### src/rtl/paddle_controller.sv
// -----------------------------------------------------------------------------
// paddle_controller
//
// Turns single-cycle press pulses from the up/down debouncers into smooth
// paddle moves of STEP pixels. The paddle moves one pixel per video frame
// tick and always stays inside [Y_MIN, Y_MAX].
//
// Handshake: there is no valid/ready pair. UP_P, DN_P and FRAME_TICK are
// fire-and-forget one-cycle strobes, sampled on the rising CLK edge. There is
// no backpressure, so a pulse the FSM cannot use is simply dropped.
//
// Ports:
//   CLK        in   system clock, all state on the rising edge
//   RESET      in   asynchronous active-low reset
//   UP_P       in   one-cycle "up" press pulse
//   DN_P       in   one-cycle "down" press pulse
//   FRAME_TICK in   one-cycle pulse per video frame (moves one pixel)
//   FREEZE     in   level-sensitive pause; cancels any move, holds Y and DIR
//   PADDLE_Y   out  registered paddle top Y
//   MOVING     out  high while a move is in progress (FSM not IDLE)
//   DIR        out  direction of current/most recent move, 0 = up, 1 = down
// -----------------------------------------------------------------------------
module paddle_controller #(
    parameter int W        = 10,
    parameter int Y_MIN    = 0,
    parameter int Y_MAX    = 400,
    parameter int Y_INIT   = 200,
    parameter int STEP     = 16,
    parameter int PEND_MAX = 4
) (
    input  logic         CLK,
    input  logic         RESET,
    input  logic         UP_P,
    input  logic         DN_P,
    input  logic         FRAME_TICK,
    input  logic         FREEZE,
    output logic [W-1:0] PADDLE_Y,
    output logic         MOVING,
    output logic         DIR
);

    localparam int REM_MAX = PEND_MAX * STEP;
    localparam int RW      = $clog2(REM_MAX + 1);

    localparam logic [W-1:0]  YMIN_W = W'(Y_MIN);
    localparam logic [W-1:0]  YMAX_W = W'(Y_MAX);
    localparam logic [W-1:0]  YINI_W = W'(Y_INIT);
    localparam logic [RW-1:0] STEP_R = RW'(STEP);

    typedef enum logic [1:0] {
        IDLE = 2'd0,
        UP   = 2'd1,
        DOWN = 2'd2
    } state_t;

    state_t        state, state_n;
    logic [RW-1:0] rem, rem_n;
    logic [W-1:0]  y_q, y_n;
    logic          dir_q, dir_n;

    // Values after any same-cycle tick (y_t, rem_t) and helpers.
    logic [W-1:0]  y_t;
    logic [RW-1:0] rem_t;
    logic [RW-1:0] rem_add;
    int            rem_sum;
    logic          up_only, dn_only;
    logic          at_min, at_max;

    always_ff @(posedge CLK or negedge RESET) begin
        if (!RESET) begin
            state <= IDLE;
            rem   <= '0;
            y_q   <= YINI_W;
            dir_q <= 1'b0;
        end else begin
            state <= state_n;
            rem   <= rem_n;
            y_q   <= y_n;
            dir_q <= dir_n;
        end
    end

    always_comb begin
        state_n = state;
        rem_n   = rem;
        y_n     = y_q;
        dir_n   = dir_q;

        up_only = UP_P & ~DN_P;
        dn_only = DN_P & ~UP_P;

        // While moving, rem >= 1 and Y is strictly inside the bound being
        // approached, so neither decrement below can wrap.
        y_t   = y_q;
        rem_t = rem;
        if (FRAME_TICK && (state != IDLE)) begin
            y_t   = (state == UP) ? (y_q - W'(1)) : (y_q + W'(1));
            rem_t = rem - RW'(1);
        end
        at_min = (y_t == YMIN_W);
        at_max = (y_t == YMAX_W);

        // Same-direction press adds STEP, saturating at the queue limit.
        rem_sum = int'(rem_t) + STEP;
        rem_add = (rem_sum > REM_MAX) ? RW'(REM_MAX) : RW'(rem_sum);

        if (FREEZE) begin
            state_n = IDLE;
            rem_n   = '0;
        end else begin
            case (state)
                IDLE: begin
                    // A tick in IDLE never moves the paddle.
                    if (up_only && !at_min) begin
                        state_n = UP;
                        rem_n   = STEP_R;
                        dir_n   = 1'b0;
                    end else if (dn_only && !at_max) begin
                        state_n = DOWN;
                        rem_n   = STEP_R;
                        dir_n   = 1'b1;
                    end
                end
                UP: begin
                    y_n = y_t;
                    if (dn_only && !at_max) begin
                        // Reverse; queued up-pixels are dropped.
                        state_n = DOWN;
                        rem_n   = STEP_R;
                        dir_n   = 1'b1;
                    end else if (up_only && !at_min) begin
                        rem_n = rem_add;
                    end else if (FRAME_TICK && ((rem_t == '0) || at_min)) begin
                        state_n = IDLE;
                        rem_n   = '0;
                    end else begin
                        rem_n = rem_t;
                    end
                end
                DOWN: begin
                    y_n = y_t;
                    if (up_only && !at_min) begin
                        state_n = UP;
                        rem_n   = STEP_R;
                        dir_n   = 1'b0;
                    end else if (dn_only && !at_max) begin
                        rem_n = rem_add;
                    end else if (FRAME_TICK && ((rem_t == '0) || at_max)) begin
                        state_n = IDLE;
                        rem_n   = '0;
                    end else begin
                        rem_n = rem_t;
                    end
                end
                default: begin
                    state_n = IDLE;
                    rem_n   = '0;
                end
            endcase
        end
    end

    assign PADDLE_Y = y_q;
    assign MOVING   = (state != IDLE);
    assign DIR      = dir_q;

endmodule

### config.mk
export PLATFORM = sky130hd
export DESIGN_NAME = paddle_controller
export DESIGN_NICKNAME = d
export VERILOG_FILES = /design/src/rtl/paddle_controller.sv
export SDC_FILE = /design/constraint.sdc
export NUM_CORES = 1
export LEC_CHECK = 0
export ABC_AREA = 1
export BUFFER_PORTS_ARGS = -buffer_cell sky130_fd_sc_hd__buf_2
export CAP_MARGIN = 25
export CORE_ASPECT_RATIO = 1.1
export CORE_MARGIN = 5
export CORE_UTILIZATION = 55
export DETAILED_ROUTE_END_ITERATION = 6
export GPL_ROUTABILITY_DRIVEN = 0
export PLACE_DENSITY = 0.8
export REMOVE_ABC_BUFFERS = 1
export SYNTH_ARGS = -nofsm -noshare
export SYNTH_HDL_FRONTEND = slang
export SYNTH_SLANG_ARGS = --single-unit
### constraint.sdc
create_clock -name CLK -period 2.8 [get_ports CLK]
set_input_delay 0.42 -clock CLK [delete_from_list [all_inputs] [get_ports CLK]]
set_output_delay 0.42 -clock CLK [all_outputs]
set_load 0.005 [all_outputs]
Word-level counts from Yosys, hierarchy flattened
Index checks and enable logic that the tools add are counted.
- output and inout bits: 12
- word-level logic and storage cells: 69
- flip-flop bits (word level): 20
- bits of input ports: 6
- mux-type cells: 28
- equal/unequal tests: 9
- bitwise operators: 5
- $add $sub $neg: 4
- reduce and logical (&&, ||, !) cells: 18
- order comparisons: 1
- operator list (operator ; number):
    two-way mux 7 bit ; 11
    one-hot mux 7 bit (3 select lines) ; 1
    two-way mux 10 bit ; 2
    two-way mux 2 bit ; 9
    != test 4 bit (second input constant) ; 3
    adder 10 x 1 -> 10 bit (second input constant) ; 1
    equality test 10 x 9 -> 1 bit (second input constant) ; 1
    logical NOT 10 bit ; 1
    subtractor 10 x 1 -> 10 bit (second input constant) ; 1
    adder 7 x 5 -> 8 bit (second input constant) ; 1
    > comparator 8 x 7 -> 1 bit (second input constant) ; 1
    logical NOT 7 bit ; 1
    subtractor 7 x 1 -> 7 bit (second input constant) ; 1
    one-hot mux 2 bit (3 select lines) ; 1
    logical AND 1 bit ; 5
    AND reduction 5 bit ; 1
    != test 4 x 2 -> 1 bit (second input constant) ; 1
    != test 4 x 3 -> 1 bit (second input constant) ; 1
    two-way mux 1 bit ; 3
    inverter 1 bit ; 3
    one-hot mux 1 bit (3 select lines) ; 1
    AND reduction 3 bit ; 1
    nonzero test 3 bit ; 1
    bitwise AND 1 bit ; 2
    9 further kinds ; 11

Depth between registers and ports, before layout
- depth after elaboration: 11
- mapped depth: 27
- mapped depth without buffers: 26

Worst setup path after synthesis
Ideal clock, no wire load.
- kind: flip-flop to flip-flop
- start: reg state[1]
- end: reg rem[4]
- slack: 0.038 ns
- clock period less this slack: 2.762 ns
- library setup time: 0.116 ns
- data arrival time: 2.646 ns
- required time: 2.684 ns
- cell stages (with the launch flop): 28
- path buffers: 2
- cells stage by stage: dfrtp_1 > inv_1 > ha_1 > buf_6 > nand2_1 > clkinv_1 > nor2_4 > ha_1 > inv_1 > nand2_1 > nand2_1 > nand2_1 > o21ai_1 > nor2_1 > nand3_2 > nor2_1 > nand2_1 > nor2_2 > nand2_2 > nand2_4 > buf_8 > inv_4 > nor2_1 > nand2_1 > nand2_1 > nand3_1 > nand2_1 > nand2_1
- longest elaborated chain between the ends: 11
- elaborated cells between the ends (all ways): 32
- classes of those cells: add/sub (1); order compare (1); eq/ne (4); mux (13); reduce/logical (13)
- ends and longest elaborated chain (item ; RTL line ; RTL):
    start: declaration ; 56 ; state_t state, state_n;
    start signal: assignment ; 76 ; state <= state_n;
    branches (longest 11 deep; another with adder 7 x 5 -> 8 bit) ; - ;
    end signal: assignment ; 77 ; rem <= rem_n;
    end: declaration ; 57 ; logic [RW-1:0] rem, rem_n;
Parallel ways; which one is timed is not known.
A chain may end at the register's enable or synchronous reset.

Worst setup path after layout
- start: reg state[1]
- end: reg rem[1]
Same word-level chain as after synthesis.

==> run summary <==
- **required time at the worst-slack endpoint** 2.96 ns
- **data arrival time of the critical path** 3.02 ns
- **kind of end point of the critical path** register
- **post-DR vias/cell** 5.54
- **Placement Setup Slack** -0.0906 ns
- **Antenna diodes** 0
- **reported leakage power** 1.66 nW
- **worst r2r dst** rem[1]$_DFFE_PN0N_
- **transition time at the pin with the least slew margin** 0.493 ns
- **number of flip-flops and latches in the synthesized netlist** 20
- **cts bufs inserted** 3
- **max-slew headroom at the worst pin** 0.671
- **critical-path maximum fanout** 8
- **Critical path origin** state[1]$_DFFE_PN0P_
- **maximum clock path buffer count** 2
- **DRC violation count after routing** 0
- **fraction of final layout cells sized beyond drive strength 1** 0.372
- **Row Count** 25
- **overall routing resource usage** 0.234
- **global-route wire length before repair** 11.0 mm
- **net count reported at finish** 469
- **achievable clock frequency** 350 MHz
- **die span in x** 73.2 um
- **start-to-end type of the worst setup path** reg2reg
- **Pwr Total** 2.89 mW
- **share of the yosys chip area belonging to registers** 0.209
- **area share of the largest cell type after synthesis** 0.247
- **Final Slew Violations** 0
- **Worst Slack Setup Final** -0.0589 ns
- **layout-stage area growth over the synthesis result** 31.3%
- **initial cell density of the core** 0.564
- **Reg2Reg Depth** 21
- **total core area** 0.00429 sq mm
- **largest cells by area after synthesis** sky130_fd_sc_hd__nand2_1 25%, sky130_fd_sc_hd__dfrtp_1 18%, sky130_fd_sc_hd__nand3_1 8.1%
- **Die Y** 79.5 um
- **library cell occupying the most area in the post-synthesis netlist** sky130_fd_sc_hd__nand2_1
- **post-route cell area** 0.00317 sq mm
- **Die ar.** 0.00582 sq mm
- **final HPWL from detailed placement** 4.97 mm
- **type of the worst min-delay path** in2async
- **CTS clock-pin slew for the worst setup and hold paths** 0.08 ns
- **maximum VDD drop** 0.454 mV
- **Total Wirelength** 7.38 mm
- **Worst Clk Skew** 0.00246 ns
- **worst setup path endpoint** rem[1]$_DFFE_PN0N_
- **io pins** 18
- **number of vias after detailed routing** 2801
- **clock tree from TritonCTS** done
- **initial antenna violation count** 0
- **total setup violations reported at the end of the flow** 8
- **clock latency of the later-clocked register in the worst-skew pair** 0.27 ns
- **area of the mapped netlist** 0.00241 sq mm
- **number of clock sinks** 20
- **area post-placement** 0.00266 sq mm
- **R2R setup slack** -0.06 ns
- **sum of overflow across all layers after global routing** 0
- **quantity of I/O buffers inserted on ports** 17
- **via count of the first global-routing pass** 2525
- **router iterations before antenna repair** 5
- **per-cell routed wire length** 14.6 um
- **Syn Inst Count** 405
- **post-route fraction of the period consumed by the critical path** 1.02
- **max cap viols** 0
- **Reg2Reg Launch Point** state[1]$_DFFE_PN0P_
- **Clock H-tree levels** 1
- **drt first-iter violations** 299
- **clk root buf** sky130_fd_sc_hd__clkbuf_8
- **clock period minus worst slack** 2.86 ns
- **violations in the final reports** setup timing
- **power per standard cell area** 912 mW/mm^2
- **result of the run** finished with violations
- **kind of start point of the critical path** register
- **sum of negative setup slack** -0.335 ns
- **number of distinct library cell variants in the gate-level netlist after synthesis** 37
- **RSZ-0062 raised after global routing** true
- **largest net degree at the start of global routing** 21
- **count of final hold-check violations** 0
- **number of synthesis warnings** 0
- **synthesized area per cell** 5.96 sq um
- **antenna-violating nets left** 0
-- logic make-up after synthesis --
group                      after synthesis  synth area share
AOI/OAI and AO/OA                       25            0.0591
xor gates and xnor gates                 7            0.0254
adders and majority gates               10            0.0518
buffers and inverters                   68             0.119
DFF                                     20             0.209
and+or+nand+nor                        275             0.536
-- cell type report --
type,count,area [sq um]
fill,310,1110
inverter,61,241
tap,54,67.6
clock buffer,3,41.3
sequential,20,504
timing repair buffer,49,369
multi-input combinational,318,1920
clock inverter,1,30.0
-- metrics by stage --
stage               utilization  hold WS (ns)  cells
floorplan                     -         0.124    398
global placement          0.621         0.405    489
detailed placement        0.621         0.408    489
CTS                       0.650         0.116    496
global route              0.740         0.125    506
finish                    0.740         0.106    506
-- cell usage after synthesis (all sizes together) --
| library cell | count |
|---|---|
| nand2 | 167 |
| inv | 60 |
| nor2 | 49 |
| nand3 | 46 |
| dfrtp | 17 |
| o21ai | 16 |
| ha | 10 |
| nand4 | 8 |
| buf | 6 |
| xor2 | 6 |
| a21oi | 4 |
| dfstp | 3 |
| nand3b | 2 |
| nor3 | 2 |
| a211oi | 1 |
| a31oi | 1 |
| clkbuf | 1 |
| clkinv | 1 |
| o21a | 1 |
| o21bai | 1 |
| o22ai | 1 |
| or2 | 1 |
| xnor2 | 1 |
-- layer usage --
layer,routed length [um],part of all wire,GRT usage
met4,437,0.059,0.103
met3,459,0.062,0.0327
met2,3720,0.50,0.416
met1,2770,0.37,0.273
met5,0,0,0
-- sequential cells by signal, summed over array words and instances (netlist names) --
name      count
PADDLE_Y     10
rem           7
state         2
DIR           1
-- critical path, stage by stage, from the launching register on --
cell                       delay (ns)
sky130_fd_sc_hd__dfrtp_1         0.40
sky130_fd_sc_hd__inv_2           0.11
sky130_fd_sc_hd__ha_4            0.23
sky130_fd_sc_hd__buf_8           0.16
sky130_fd_sc_hd__nor2_1          0.07
sky130_fd_sc_hd__nor2_4          0.15
sky130_fd_sc_hd__nand2_1         0.10
sky130_fd_sc_hd__nor2_1          0.17
sky130_fd_sc_hd__nand2_1         0.09
sky130_fd_sc_hd__nand2_1         0.07
sky130_fd_sc_hd__nand2_1         0.06
sky130_fd_sc_hd__nand3_1         0.06
sky130_fd_sc_hd__nand2_1         0.10
sky130_fd_sc_hd__nand3_1         0.17
sky130_fd_sc_hd__nor2_2          0.08
sky130_fd_sc_hd__nor2_4          0.21
sky130_fd_sc_hd__buf_4           0.15
sky130_fd_sc_hd__nand2_1         0.06
sky130_fd_sc_hd__nand3_2         0.09
sky130_fd_sc_hd__nand2_4         0.07
sky130_fd_sc_hd__nand3b_1        0.08
sky130_fd_sc_hd__nand2_1         0.05
-- power breakdown --
part           leakage, nW  switching (mW)  internal, mW  total, mW
combinational         1.37            1.27         0.807       2.08
clock               0.0357           0.107         0.191      0.298
sequential           0.255           0.131         0.384      0.515
-- worst min-delay path by stage --
stage                    endpoint  slack [ns]   from
3_5_place_dp   rem[1]$_DFFE_PN0N_        0.41  RESET
2_1_floorplan     DIR$_DFFE_PN0P_        0.12  RESET
3_3_place_gp   rem[1]$_DFFE_PN0N_        0.40  RESET
5_1_grt        rem[2]$_DFFE_PN0N_        0.13  RESET
6_report       rem[1]$_DFFE_PN0N_        0.11  RESET
4_1_cts        rem[2]$_DFFE_PN0N_        0.12  RESET
-- what timing repair did --
| item | CTS | global route |
|---|---|---|
| pin swaps | 2 | 37 |
| resized for setup | 8 | 84 |
| endpoints found under the setup margin | 9 | 10 |
| hold buffers | 0 | 0 |
| setup buffers | 2 | 9 |
| cloned | 1 | 1 |
-- cell usage in the layout, fill, tap and decap left out, types with 7 or more instances in the layout --
| master | Yosys | final |
|---|---|---|
| sky130_fd_sc_hd__nor2_2 | 9 | 18 |
| sky130_fd_sc_hd__nand2_4 | 2 | 9 |
| sky130_fd_sc_hd__nand3_2 | 7 | 14 |
| sky130_fd_sc_hd__inv_2 | 13 | 15 |
| sky130_fd_sc_hd__dfrtp_1 | 17 | 17 |
| sky130_fd_sc_hd__buf_4 | 2 | 26 |
| sky130_fd_sc_hd__nand3_1 | 39 | 30 |
| sky130_fd_sc_hd__nor2_4 | 4 | 9 |
| sky130_fd_sc_hd__nor2_1 | 33 | 19 |
| sky130_fd_sc_hd__buf_2 | 2 | 17 |
| sky130_fd_sc_hd__inv_1 | 46 | 43 |
| sky130_fd_sc_hd__nand2_1 | 159 | 132 |
| sky130_fd_sc_hd__o21ai_0 | 14 | 13 |
| sky130_fd_sc_hd__nand4_1 | 7 | 7 |
| sky130_fd_sc_hd__nand2_2 | 6 | 27 |
No activity file was read; power rests on OpenSTA's default activity.
